--- config.mk ---
export PLATFORM = sky130hd
export DESIGN_NAME = vector5_pair_decoder
export DESIGN_NICKNAME = d
export VERILOG_FILES = /design/src/rtl/vector5_pkg.sv /design/src/rtl/vector5_row_check.sv /design/src/rtl/vector5_pair_decoder.sv
export SDC_FILE = /design/constraint.sdc
export NUM_CORES = 1
export LEC_CHECK = 0
export ABC_AREA = 1
export CORE_MARGIN = 3
export CORE_UTILIZATION = 55
export DETAILED_ROUTE_END_ITERATION = 7
export HOLD_SLACK_MARGIN = 0.08
export PLACE_DENSITY = 0.83
export SLEW_MARGIN = 25
export SYNTH_ARGS = -nofsm -noshare
export SYNTH_HDL_FRONTEND = slang
export SYNTH_SLANG_ARGS = --single-unit
--- constraint.sdc ---
create_clock -name clk -period 3.6 [get_ports clk]
set_input_delay 0.9 -clock clk [delete_from_list [all_inputs] [get_ports clk]]
set_output_delay 0.9 -clock clk [all_outputs]
set_load 0.01 [all_outputs]
--- src/rtl/vector5_pkg.sv ---
// Shared definitions for the 5-input pairwise-equality encoder/decoder pair.
package vector5_pkg;

  localparam int unsigned N = 5;
  localparam int unsigned W = 25;

  typedef enum logic [1:0] {
    IDLE,
    CHECK,
    DONE
  } state_t;

  // Bit position of E(r,c) inside the 25-bit word; index 0 is input a.
  function automatic int unsigned pair_idx(input int unsigned r, input int unsigned c);
    return W - 1 - N * r - c;
  endfunction

endpackage

--- src/rtl/vector5_row_check.sv ---
// Checks one row of the pairwise-equality word against the reference vector.
module vector5_row_check
  import vector5_pkg::*;
(
  input  logic [N-1:0] row,
  input  logic [N-1:0] ref_vec,
  input  logic [2:0]   row_idx,
  output logic         mismatch
);

  logic         ref_r;
  logic [N-1:0] expected;

  // Element c must equal ~(ref_r ^ ref_c): a copy of ref_vec when ref_r is 1, its inverse otherwise.
  always_comb begin
    ref_r    = ref_vec[3'd4 - row_idx];
    expected = ref_r ? ref_vec : ~ref_vec;
    mismatch = (row != expected);
  end

endmodule

--- src/rtl/vector5_pair_decoder.sv ---
// Recovers the a=0-normalised 5-bit source from a pairwise-equality word, one row per cycle.
module vector5_pair_decoder
  import vector5_pkg::*;
#(
  parameter int unsigned CNT_W = 8
) (
  input  logic             clk,
  input  logic             reset,
  input  logic             in_valid,
  output logic             in_ready,
  input  logic [W-1:0]     in_word,
  output logic             out_valid,
  input  logic             out_ready,
  output logic [N-1:0]     out_bits,
  output logic             out_err,
  output logic [CNT_W-1:0] err_count
);

  state_t           state;
  state_t           state_nx;
  logic [W-1:0]     word_q;
  logic [N-1:0]     ref_q;
  logic [2:0]       row_q;
  logic             err_q;
  logic [N-1:0]     bits_q;
  logic             out_err_q;
  logic [CNT_W-1:0] cnt_q;

  logic [N-1:0]     row_bits;
  logic             row_mis;
  logic             accept;
  logic             last_row;
  logic             word_err;

  always_comb begin
    case (row_q)
      3'd0:    row_bits = word_q[pair_idx(0, 0) -: N];
      3'd1:    row_bits = word_q[pair_idx(1, 0) -: N];
      3'd2:    row_bits = word_q[pair_idx(2, 0) -: N];
      3'd3:    row_bits = word_q[pair_idx(3, 0) -: N];
      3'd4:    row_bits = word_q[pair_idx(4, 0) -: N];
      default: row_bits = '0;
    endcase
  end

  vector5_row_check u_row_check (
    .row      (row_bits),
    .ref_vec  (ref_q),
    .row_idx  (row_q),
    .mismatch (row_mis)
  );

  always_ff @(posedge clk) begin
    if (reset) state <= IDLE;
    else       state <= state_nx;
  end

  always_comb begin
    state_nx  = state;
    accept    = 1'b0;
    last_row  = 1'b0;
    in_ready  = 1'b0;
    out_valid = 1'b0;
    case (state)
      IDLE: begin
        in_ready = 1'b1;
        if (in_valid) begin
          accept   = 1'b1;
          state_nx = CHECK;
        end
      end
      CHECK: begin
        if (row_q == 3'd4) begin
          last_row = 1'b1;
          state_nx = DONE;
        end
      end
      DONE: begin
        out_valid = 1'b1;
        if (out_ready) state_nx = IDLE;
      end
      default: state_nx = IDLE;
    endcase
  end

  assign word_err = err_q | row_mis;

  always_ff @(posedge clk) begin
    if (reset) begin
      word_q    <= '0;
      ref_q     <= '0;
      row_q     <= '0;
      err_q     <= 1'b0;
      bits_q    <= '0;
      out_err_q <= 1'b0;
      cnt_q     <= '0;
    end else begin
      if (accept) begin
        word_q <= in_word;
        // Row 0 fixes the reference; a well-formed word always yields ref[a] = 0.
        ref_q  <= ~in_word[pair_idx(0, 0) -: N];
        row_q  <= '0;
        err_q  <= 1'b0;
      end
      if (state == CHECK) begin
        row_q <= last_row ? 3'd0 : row_q + 3'd1;
        err_q <= word_err;
      end
      if (last_row) begin
        bits_q    <= ref_q;
        out_err_q <= word_err;
        if (word_err && (cnt_q != '1)) cnt_q <= cnt_q + CNT_W'(1);
      end
    end
  end

  assign out_bits  = bits_q;
  assign out_err   = out_err_q;
  assign err_count = cnt_q;

endmodule

---- Word level (Yosys, flattened, before mapping) ----
Cells that the tools add are included.
storage, ports and cells
  register bits ........................... 50
  logic and storage cells ................. 51
  output and inout port bits .............. 16
cells by class
  eq/ne operators ......................... 11
  bitwise operators ....................... 3
  $lt $le $gt $ge ......................... 1
  $add $sub $neg .......................... 3
  multiplexer cells ....................... 19
  reductions and logical operators ........ 6
operator list
  cell                                                 number
  one-hot mux 5 bit (5 select lines)                   1
  inverter 5 bit                                       2
  two-way mux 1 bit                                    9
  two-way mux 3 bit                                    3
  adder 8 x 1 -> 8 bit, second input constant          1
  != test 8 bit, second input constant                 1
  equality test 3 x 2 -> 1 bit, second input constant  2
  two-way mux 2 bit                                    3
  != test 2 bit, second input constant                 3
  one-hot mux 2 bit (3 select lines)                   1
  two-way mux 5 bit                                    1
  != test 5 bit                                        1
  < comparator 3 x 4 -> 1 bit, second input constant   1
  adder 3 x 1 -> 3 bit, second input constant          1
  binary-select mux 1 bit (select 3 bit)               1
  equality test 3 x 1 -> 1 bit, second input constant  1
  equality test 3 bit, second input constant           1
  logical NOT 3 bit                                    1
  AND reduction 3 bit                                  1
  subtractor 3 bit, first input constant               1
  equality test 2 x 1 -> 1 bit, second input constant  1
  equality test 2 bit, second input constant           1
  logical NOT 2 bit                                    1
  AND reduction 2 bit                                  1
  3 further kinds                                      3

---- Longest topological paths before layout ----
Gate-level depths: netlist (run 1).
  depth in word-level cells ............... 8
  depth in mapped cells ................... 18
  depth with buffers taken out ............ 17

---- By module ----
Synthesis (run 1) repeated with hierarchy kept, for this count alone.
second synthesis, totals
  cell total of the unflattened synthesis .. 369
  area, all modules ....................... 2555.0 um2
by module, submodules not included
  module                instances  cells an instance  area an instance (um2)
  vector5_pair_decoder  1          322                2294.7
  vector5_row_check     1          47                 260.2

---- Worst setup path after synthesis (run 1) ----
Ideal clock, no wire load.
  path kind ............................... flip-flop to flip-flop
  start ................................... register row_q[0]
  end ..................................... register cnt_q[5], in the netlist err_count[5]
  setup slack ............................. 1347 ps
  setup time .............................. 128 ps
  data required time ...................... 3472 ps
  data arrival time ....................... 2125 ps
  stages on the path, launching flop included .. 17
  path through ............................ dfxtp_1 -> inv_2 -> ha_1 -> ha_1 -> nor2_1 -> nand3_2 -> nand2_4 -> nand2_1 -> nand3_2 -> nand2_1 -> nor2_2 -> nand3_2 -> buf_6 -> nand3_1 -> nand2_1 -> nand2_1 -> nor2_1
between the ends
  word-level cells in the longest chain between the ends .. 8
  elaborated cells on any way between the ends .. 16
RTL lines
  element                                  RTL line                     RTL
  start, declared                          vector5_pair_decoder.sv:23   logic [2:0] row_q;
  start signal, assigned                   vector5_pair_decoder.sv:106  row_q <= last_row ? 3'd0 : row_q + 3'd1;
  subtractor 3 bit                         vector5_row_check.sv:16      ref_r = ref_vec[3'd4 - row_idx];
  binary-select mux 1 bit (select 3 bit)   vector5_row_check.sv:16
  two-way mux 1 bit (not written as such)  vector5_row_check.sv:16
  two-way mux 5 bit                        vector5_row_check.sv:17      expected = ref_r ? ref_vec : ~ref_vec;
  != test 5 bit                            vector5_row_check.sv:18      mismatch = (row != expected);
  OR 1 bit                                 vector5_pair_decoder.sv:86   assign word_err = err_q | row_mis;
  logical AND 1 bit                        vector5_pair_decoder.sv:112  if (word_err && (cnt_q != '1)) cnt_q <= cnt_q + CNT_W'(1);
  AND reduction 2 bit (no line) *          -
  end signal, assigned                     vector5_pair_decoder.sv:112
  end, declared                            vector5_pair_decoder.sv:27   logic [CNT_W-1:0] cnt_q;
Every way passes the cells marked *; elsewhere a longest branch is shown, timed or not. The select of a mux whose other input is x is not followed.
A chain may end at the register's enable or synchronous reset.

---- Worst setup path in the final report (run 1) ----
  start ................................... register row_q[0]
  end ..................................... register cnt_q[0], in the netlist err_count[0]
The elaborated chain is that of the path after synthesis.

==> impl_metrics.ini, run 1 <==
[outcome]
status = complete, no violations

[synthesis]
netlist_area_sq_mm = 0.00252
syn_avg_cell_area_sq_um = 6.90
synth_fp_nets = 404
synth_edf_count = 0
synth.distinct_cells = 28
ys_seq_elements = 50
ys.flop_type = dfxtp_1
netlist_instances = 366
ys_warn_count = 0
synthArstFlopShare_pct = 0
yosysSeqAreaShare_pct = 39.7

[cts]
postCtsSetupRepairBufs = 0
cts-root-buf = clkbuf_8
cts_resized = 0
cts_tree = yes
clock-sinks = 50
cts_buffer_depth = 2
h-tree-depth = 2
insertion_delay_ps = 310
clkTransAtPathRegs_ps = 90
cts_made_buffers = 5
hold_buffers = 0

[critical_path]
r2r-start = row_q[0]
crit_path_start_kind = register
cp.arrival_ps = 2840
cp_max_fo = 11
required_ps = 3800
worstSetupEndpoint = err_count[0]
crit_start = row_q[0]
criticalPathCategory = reg2reg
critPathCaptureType = register
rrSetupSlack_ps = 970
r2r-end = err_count[0]
rr_worst_depth = 15

[flow_run]
cap_violations = 0

[floorplanning]
std_cell_rows = 24
die_h_um = 73.7
dieArea_sq_mm = 0.00544
start_util_pct = 57.6
die_x_um = 73.7
fp.coreArea_sq_mm = 0.00438
ios = 45

[global_route]
grt.total_usage_pct = 22.4
antenna_found_initial = 0
globalRoute.totalOverflow = 0
grt_pass1_vias = 2053
grt_start_max_net_pins = 36
grt_pass1_wl_mm = 9.51

[timing]
fin_crit_sh_pct = 73.1
finalHoldViolations = 0
finClkSkew_ps = 11.2
relSlewSlack_pct = 40.7
finalSetupViolCount = 0
drv_slew = 0
tns_ps = 0
tightest_slew_ps = 889
fmax_ghz = 0.380
min_period_ps = 2630
grt_setup_unrepaired = no

[detailed_routing]
finalWirelength_mm = 5.79
dr_total_vias = 2375
wl_per_cell_um = 12.6
drt-pass1-iter-count = 5
drtIter0Drc = 199
drc = 0
vias_per_cell = 5.16
ant_nets = 0

[power]
ir_drop_v = 0.000222
cellPowerDensity_mw_per_mm2 = 391
p_total_mw = 1.21
p_leak_nw = 1.31

[place]
dp_hpwl_mm = 4.23
portBuffers = 44
gp_congestion = 0.872

[layout]
final_common_cell = nand2_1
drive_above_1_share_pct = 8.09
final_cell_mix = 81 x nand2_1, 60 x nor2_1, 50 x dfxtp_1
syn2layout_area_growth_pct = 22.8
antenna_cells = 0
final_nets = 445

[min_path]
min_from = word_q[11]
hp-class = reg2reg
-- worst min-delay path by stage --
stage	end	slack [ps]	cells past startpoint
after floorplan	word_q[10]	420	2
after global placement	word_q[14]	440	2
after detailed placement	word_q[11]	440	2
after CTS	word_q[11]	460	2
after global routing	word_q[12]	480	2
final	word_q[11]	450	2
-- registers in the layout, indices dropped and copies added (netlist names) --
| register | cells |
|---|---|
| err_count | 8 |
| err_q | 1 |
| out_bits | 5 |
| out_err | 1 |
| ref_q | 5 |
| row_q | 3 |
| state | 2 |
| word_q | 25 |
-- synth_stat cells (2+ instances only) --
cell / count / area (sq um)
nor2_1: 60 / 225
nor3_1: 2 / 10.0
o21ai_2: 3 / 26.3
nand3_2: 6 / 60.1
nand4_1: 4 / 25.0
dfxtp_1: 50 / 1000
clkbuf_1: 10 / 37.5
o21ai_0: 32 / 160
ha_1: 9 / 113
a21oi_1: 25 / 125
inv_1: 34 / 128
buf_2: 2 / 10.0
nand2_1: 81 / 304
nand2_2: 2 / 12.5
nor2_2: 3 / 18.8
nand3_1: 26 / 130
inv_2: 4 / 15.0
nand2_4: 2 / 22.5
xor2_1: 2 / 17.5
-- final cells by class --
cell class | count | area, sq um
clock inverter | 1 | 30.0
fill | 374 | 1280
tap | 52 | 65.1
multi-input combinational | 264 | 1320
sequential | 50 | 1000
clock buffer | 7 | 76.3
timing repair buffer | 47 | 463
inverter | 39 | 146
-- logic make-up (layout without fill, tap and decap cells) --
| family | count (synthesis) | count (layout) | share of synthesized area, % |
|---|---|---|---|
| simple gates | 190 | 190 | 33.8 |
| compound gates | 62 | 62 | 12.9 |
| buf+inv | 52 | 94 | 8.13 |
| flops | 50 | 50 | 39.7 |
| fa+ha+maj | 9 | 9 | 4.46 |
| xor+xnor | 3 | 3 | 1.04 |
-- worst max-delay path, stage by stage (launching register included) --
cell and delay, ps:
dfxtp_1 430, inv_2 110, ha_1 250, ha_1 340, nor2_1 130, nand3_2 190, nand2_4 160, nand2_1 70
nand3_1 70, nand2_1 90, nor2_2 100, nand3_2 220, nand3_2 200, nand2_1 70, nand2_1 60, nor2_1 40
-- through the flow --
step                      cells  hold slack [ps]  util, %  cell area [sq um]  setup WS, ps
after floorplan             366              425        -               2520          1350
after global placement      452              439     68.3               2990           939
after detailed placement    452              443     68.3               2990           913
after CTS                   460              458     70.7               3100           981
after global routing        460              478     70.7               3100           702
final                       460              454     70.7               3100           967
-- power by group --
part	switching, mW	internal [mW]
Combinational	0.129	0.0901
Sequential	0.0188	0.585
Clock	0.182	0.208
Total	0.329	0.883
-- per-layer routing --
layer / track usage (%) / wire [um]
met5: 0 / 0
met4: 6.84 / 79
met3: 4.79 / 347
met2: 35.5 / 2710
met1: 30.5 / 2650
Power figures use the tool's default switching activity.
==> inputs of run 2 (changes only) <==
CORE_UTILIZATION = 52   (was 55)
PLACE_DENSITY = 0.79   (was 0.83)
clock period = 2.72 ns   (was 3.6 ns; I/O delays follow)
==> impl_metrics.ini, run 2 (same netlist as run 1, synthesis figures left out) <==
[critical_path]
cp.arrival_ps = 2680
criticalPathCategory = reg2reg
cp_common_cell = nand2_1
rrSetupSlack_ps = 230
critical-path-slowest-cell = dfxtp_2
critPathCaptureType = register
required_ps = 2910
cp_cell_sequence = inv_2, ha_1, ha_1, nor2_2, nand3_4, nand2_4, nand2_1, nand3_1, nand2_1, nor2_1, nand3_4, nand3_2, nand2_1, nand2_1, nor2_1
crit_path_start_kind = register
cp_max_fo = 11
critPathMaxStageDelay_ps = 380

[detailed_routing]
dr_total_vias = 2413
vias_per_cell = 5.22
finalWirelength_mm = 5.86
ant_nets = 0
drc = 0
wl_per_cell_um = 12.7
drt-pass1-iter-count = 4
drtIter0Drc = 136

[layout]
final_common_cell = nand2_1
antenna_cells = 0
largest_reg_flops = 25
syn2layout_area_growth_pct = 26.1
drive_above_1_share_pct = 9.51
regMostFlops = word_q
nFillCells = 390
final_cell_mix = 81 x nand2_1, 59 x nor2_1, 49 x dfxtp_1
final_nets = 447

[floorplanning]
die_x_um = 75.7
ios = 45
die_h_um = 75.7
start_util_pct = 56.0
fp.coreArea_sq_mm = 0.00450
dieArea_sq_mm = 0.00573
std_cell_rows = 24

[cts]
cts_made_buffers = 5
hold_buffers = 0
postCtsSetupRepairBufs = 0
clock-sinks = 50
cts-root-buf = clkbuf_8
clkTransAtPathRegs_ps = 90
cts_tree = yes
cts_buffer_depth = 2
h-tree-depth = 2
insertion_delay_ps = 290

[timing]
drv_slew = 0
finClkSkew_ps = 4.32
fin_crit_sh_pct = 91.5
min_period_ps = 2490
grt_setup_unrepaired = no
relSlewSlack_pct = 65.2
tns_ps = 0
finalHoldViolations = 0
finalSetupViolCount = 0
finalWorstSetupSlack_ps = 232
tightest_slew_ps = 522
fmax_ghz = 0.402

[place]
gp_congestion = 0.924
dp_hpwl_mm = 4.30
dp_slack_ps = 130
portBuffers = 44

[power]
p_total_mw = 1.73
cellPowerDensity_mw_per_mm2 = 544
pwr-share-clk_pct = 36.3
pwr-share-comb_pct = 17.5
switching_power_mw = 0.440
p_leak_nw = 1.35
p_int_mw = 1.29
ir_drop_v = 0.000374
seqPwrFrac_pct = 46.2
switching_share_pct = 25.4

[global_route]
grt.total_usage_pct = 23.0
grt_pass1_vias = 2343
antenna_found_initial = 0
grt_pass1_wl_mm = 10.2
globalRoute.totalOverflow = 0
grt_start_max_net_pins = 36

[flow_run]
cap_violations = 0

[outcome]
status = complete, no violations

[min_path]
hp-class = reg2reg
-- run 2: timing repair --
| item | 4_1_cts | 5_1_grt |
|---|---|---|
| endpoints found under the hold margin | 0 | 0 |
| resized for setup | 0 | 4 |
| endpoints found under the setup margin | 0 | 10 |
-- run 2: final timing paths --
path | start | end | depth (start not counted)
worst max-delay path | row_q[0] | err_count[0] | 15
worst min-delay path | word_q[11] | word_q[11] | 2
worst max register to register | row_q[0] | err_count[0] | 15
worst min register to register | word_q[11] | word_q[11] | 2
-- run 2: worst max-delay path, delay by kind of cell, from the launching register on --
| kind | cells | cell delay, ps |
|---|---|---|
| buffers and inverters | 1 | 100 |
| adder cells (fa/ha/maj) | 2 | 610 |
| flip-flops | 1 | 380 |
| AND/OR/NAND/NOR | 12 | 1290 |
-- run 2: layout make-up --
cell class                      instances  area [sq um]  share of cell area, %
Inverter                               39           146                   4.60
Timing Repair Buffer                   49           490                   15.4
Multi-Input combinational cell        264          1340                   42.0
Tap cell                               52          65.1                   2.04
Clock inverter                          2          60.1                   1.89
Sequential cell                        50          1000                   31.5
Clock buffer                            6          82.6                   2.60
-- run 2: power groups by stage --
stage | registers [mW] | logic (mW) | clock network (mW)
5_1_grt | 0.805 | 0.344 | 0.673
3_5_place_dp | 0.816 | 0.293 | 0
2_1_floorplan | 0.809 | 0.201 | 0
3_3_place_gp | 0.814 | 0.286 | 0
6_report | 0.800 | 0.303 | 0.629
4_1_cts | 0.799 | 0.294 | 0.642
-- run 2: layer usage --
metal / vias to the layer above / share of wire (%) / track usage, %
li1: 1252 / - / -
met1: 1086 / 48 / 31.0
met2: 63 / 45 / 36.5
met3: 12 / 4.7 / 4.88
met4: 0 / 1.8 / 8.16
met5: - / 0 / 0
-- run 2: metrics by stage --
step / hold slack (ps) / std cells / instance area (sq um) / util (%)
floorplan: 425 / 366 / 2520 / -
global placement: 440 / 454 / 3020 / 67.1
detailed placement: 446 / 454 / 3020 / 67.1
CTS: 460 / 462 / 3160 / 70.2
global route: 470 / 462 / 3180 / 70.6
finish: 456 / 462 / 3180 / 70.6
==> inputs of run 3 (changes only) <==
ABC_CLOCK_PERIOD_IN_PS = 2720   (was unset)
CORE_UTILIZATION = 54   (was 52)
CTS_BUF_LIST = sky130_fd_sc_hd__clkbuf_8   (was unset)
PLACE_DENSITY = 0.82   (was 0.79)
==> impl_metrics.ini, run 3 (same netlist as run 1, synthesis figures left out) <==
[cts]
postCtsSetupRepairBufs = 0
clkTransAtPathRegs_ps = 90
h-tree-depth = 2
insertion_delay_ps = 300
cts_made_buffers = 5
clock-sinks = 50
cts-root-buf = clkbuf_8
cts_tree = yes
cts_buffer_depth = 2

[place]
placed_cell_area_sq_mm = 0.00303
gp_congestion = 0.843
dp_hpwl_mm = 4.61
portBuffers = 44
dp.cells = 455

[critical_path]
r2r-end = err_count[0]
cp_cell_sequence = inv_2, ha_1, ha_1, nor2_2, nand3_4, nand2_4, nand2_1, nand3_1, nand2_1, nor2_2, nand3_4, nand3_2, nand2_1, nand2_1, nor2_1
r2r-start = row_q[0]
crit_path_start_kind = register
required_ps = 2920
criticalPathCategory = reg2reg
critical-path-slowest-cell = dfxtp_2
critPathMaxStageDelay_ps = 380
cp_common_cell = nand2_1
rr_worst_depth = 15
cp_max_fo = 11
critPathCaptureType = register
cp.arrival_ps = 2670
rrSetupSlack_ps = 250

[detailed_routing]
wl_per_cell_um = 13.2
wl_met2_mm = 2.92
route.met3.wl_um = 230
dr_total_vias = 2432
top_layer = met4
drtIter0Drc = 168
drc = 0
finalWirelength_mm = 6.11
drt-met1-wl_mm = 2.86
vias_per_cell = 5.25
drt-pass1-iter-count = 4
ant_nets = 0

[global_route]
grt_pass1_vias = 2374
globalRoute.totalOverflow = 0
antenna_found_initial = 0
grt_pass1_wl_mm = 10.7
grt.total_usage_pct = 24.5
grt_start_max_net_pins = 36

[timing]
finalHoldViolations = 0
finalSetupViolCount = 0
min_period_ps = 2470
finClkSkew_ps = 9.48
grt_setup_unrepaired = no
relSlewSlack_pct = 62.6
fmax_ghz = 0.405
drv_slew = 0
tns_ps = 0
tightest_slew_ps = 560
fin_crit_sh_pct = 90.8

[power]
p_total_mw = 1.56
ir_drop_v = 0.000312
p_leak_nw = 1.33
cellPowerDensity_mw_per_mm2 = 496

[min_path]
hold_depth = 2
min_from = word_q[13]
hp-class = reg2reg
hold-path-endpoint = word_q[13]

[layout]
antenna_cells = 0
regMostFlops = word_q
final_nets = 448
largest_reg_flops = 25
final_design_area_no_fill_sq_mm = 0.00314
final_common_cell = nand2_1
post-route-util_pct = 70.7
final_cells = 463
drive_above_1_share_pct = 9.98
syn2layout_area_growth_pct = 24.6
final_cell_mix = 81 x nand2_1, 58 x nor2_1, 49 x dfxtp_1

[floorplanning]
fp.coreArea_sq_mm = 0.00444
dieArea_sq_mm = 0.00553
die_x_um = 74.4
start_util_pct = 56.8
ios = 45
std_cell_rows = 24
die_h_um = 74.4

[flow_run]
cap_violations = 0

[outcome]
status = complete, no violations
-- run 3: routing by layer --
layer  up-vias  GRT usage [%]
met1      1115           32.9
met3        10           4.05
met5         -              0
met2        53           40.5
li1       1254              -
met4         0           6.92
-- run 3: worst max path at each step --
stage / start / end / slack (ps) / depth (start not counted)
after floorplan: row_q[0] / err_count[5] / 470 / 16
after global placement: row_q[0] / err_count[2] / 280 / 15
after detailed placement: row_q[0] / err_count[0] / 140 / 15
after CTS: row_q[0] / err_count[0] / 130 / 15
after global routing: row_q[1] / err_count[0] / 10 / 15
final: row_q[0] / err_count[0] / 250 / 15
-- run 3: area by class of cell --
cell class / count / area (sq um)
fill: 380 / 1300
sequential: 50 / 1000
multi-input combinational: 264 / 1340
tap: 52 / 65.1
clock buffer: 6 / 82.6
timing repair buffer: 50 / 498
inverter: 39 / 146
clock inverter: 2 / 12.5
-- run 3: where the power goes --
group | switching, mW | internal (mW) | total [mW]
combinational | 0.182 | 0.127 | 0.309
sequential | 0.0261 | 0.775 | 0.801
clock | 0.245 | 0.205 | 0.450
-- run 3: per-stage QoR --
step,hold slack [ps],worst slack (ps)
global placement,437,280
detailed placement,445,138
finish,458,249
CTS,461,127
global route,495,12.2
floorplan,425,467
-- run 3: worst max-delay path: cells and delay by family (launching register included) --
family / cells / cell delay (ps)
simple gates: 12 / 1290
fa+ha+maj: 2 / 610
flops: 1 / 380
buf+inv: 1 / 90
-- run 3: what timing repair did --
item / 4_1_cts / 5_1_grt
endpoints found under the setup margin: 0 / 8
hold endpoints to repair: 0 / 0
hold buffers: 0 / 0
resized for setup: 0 / 5
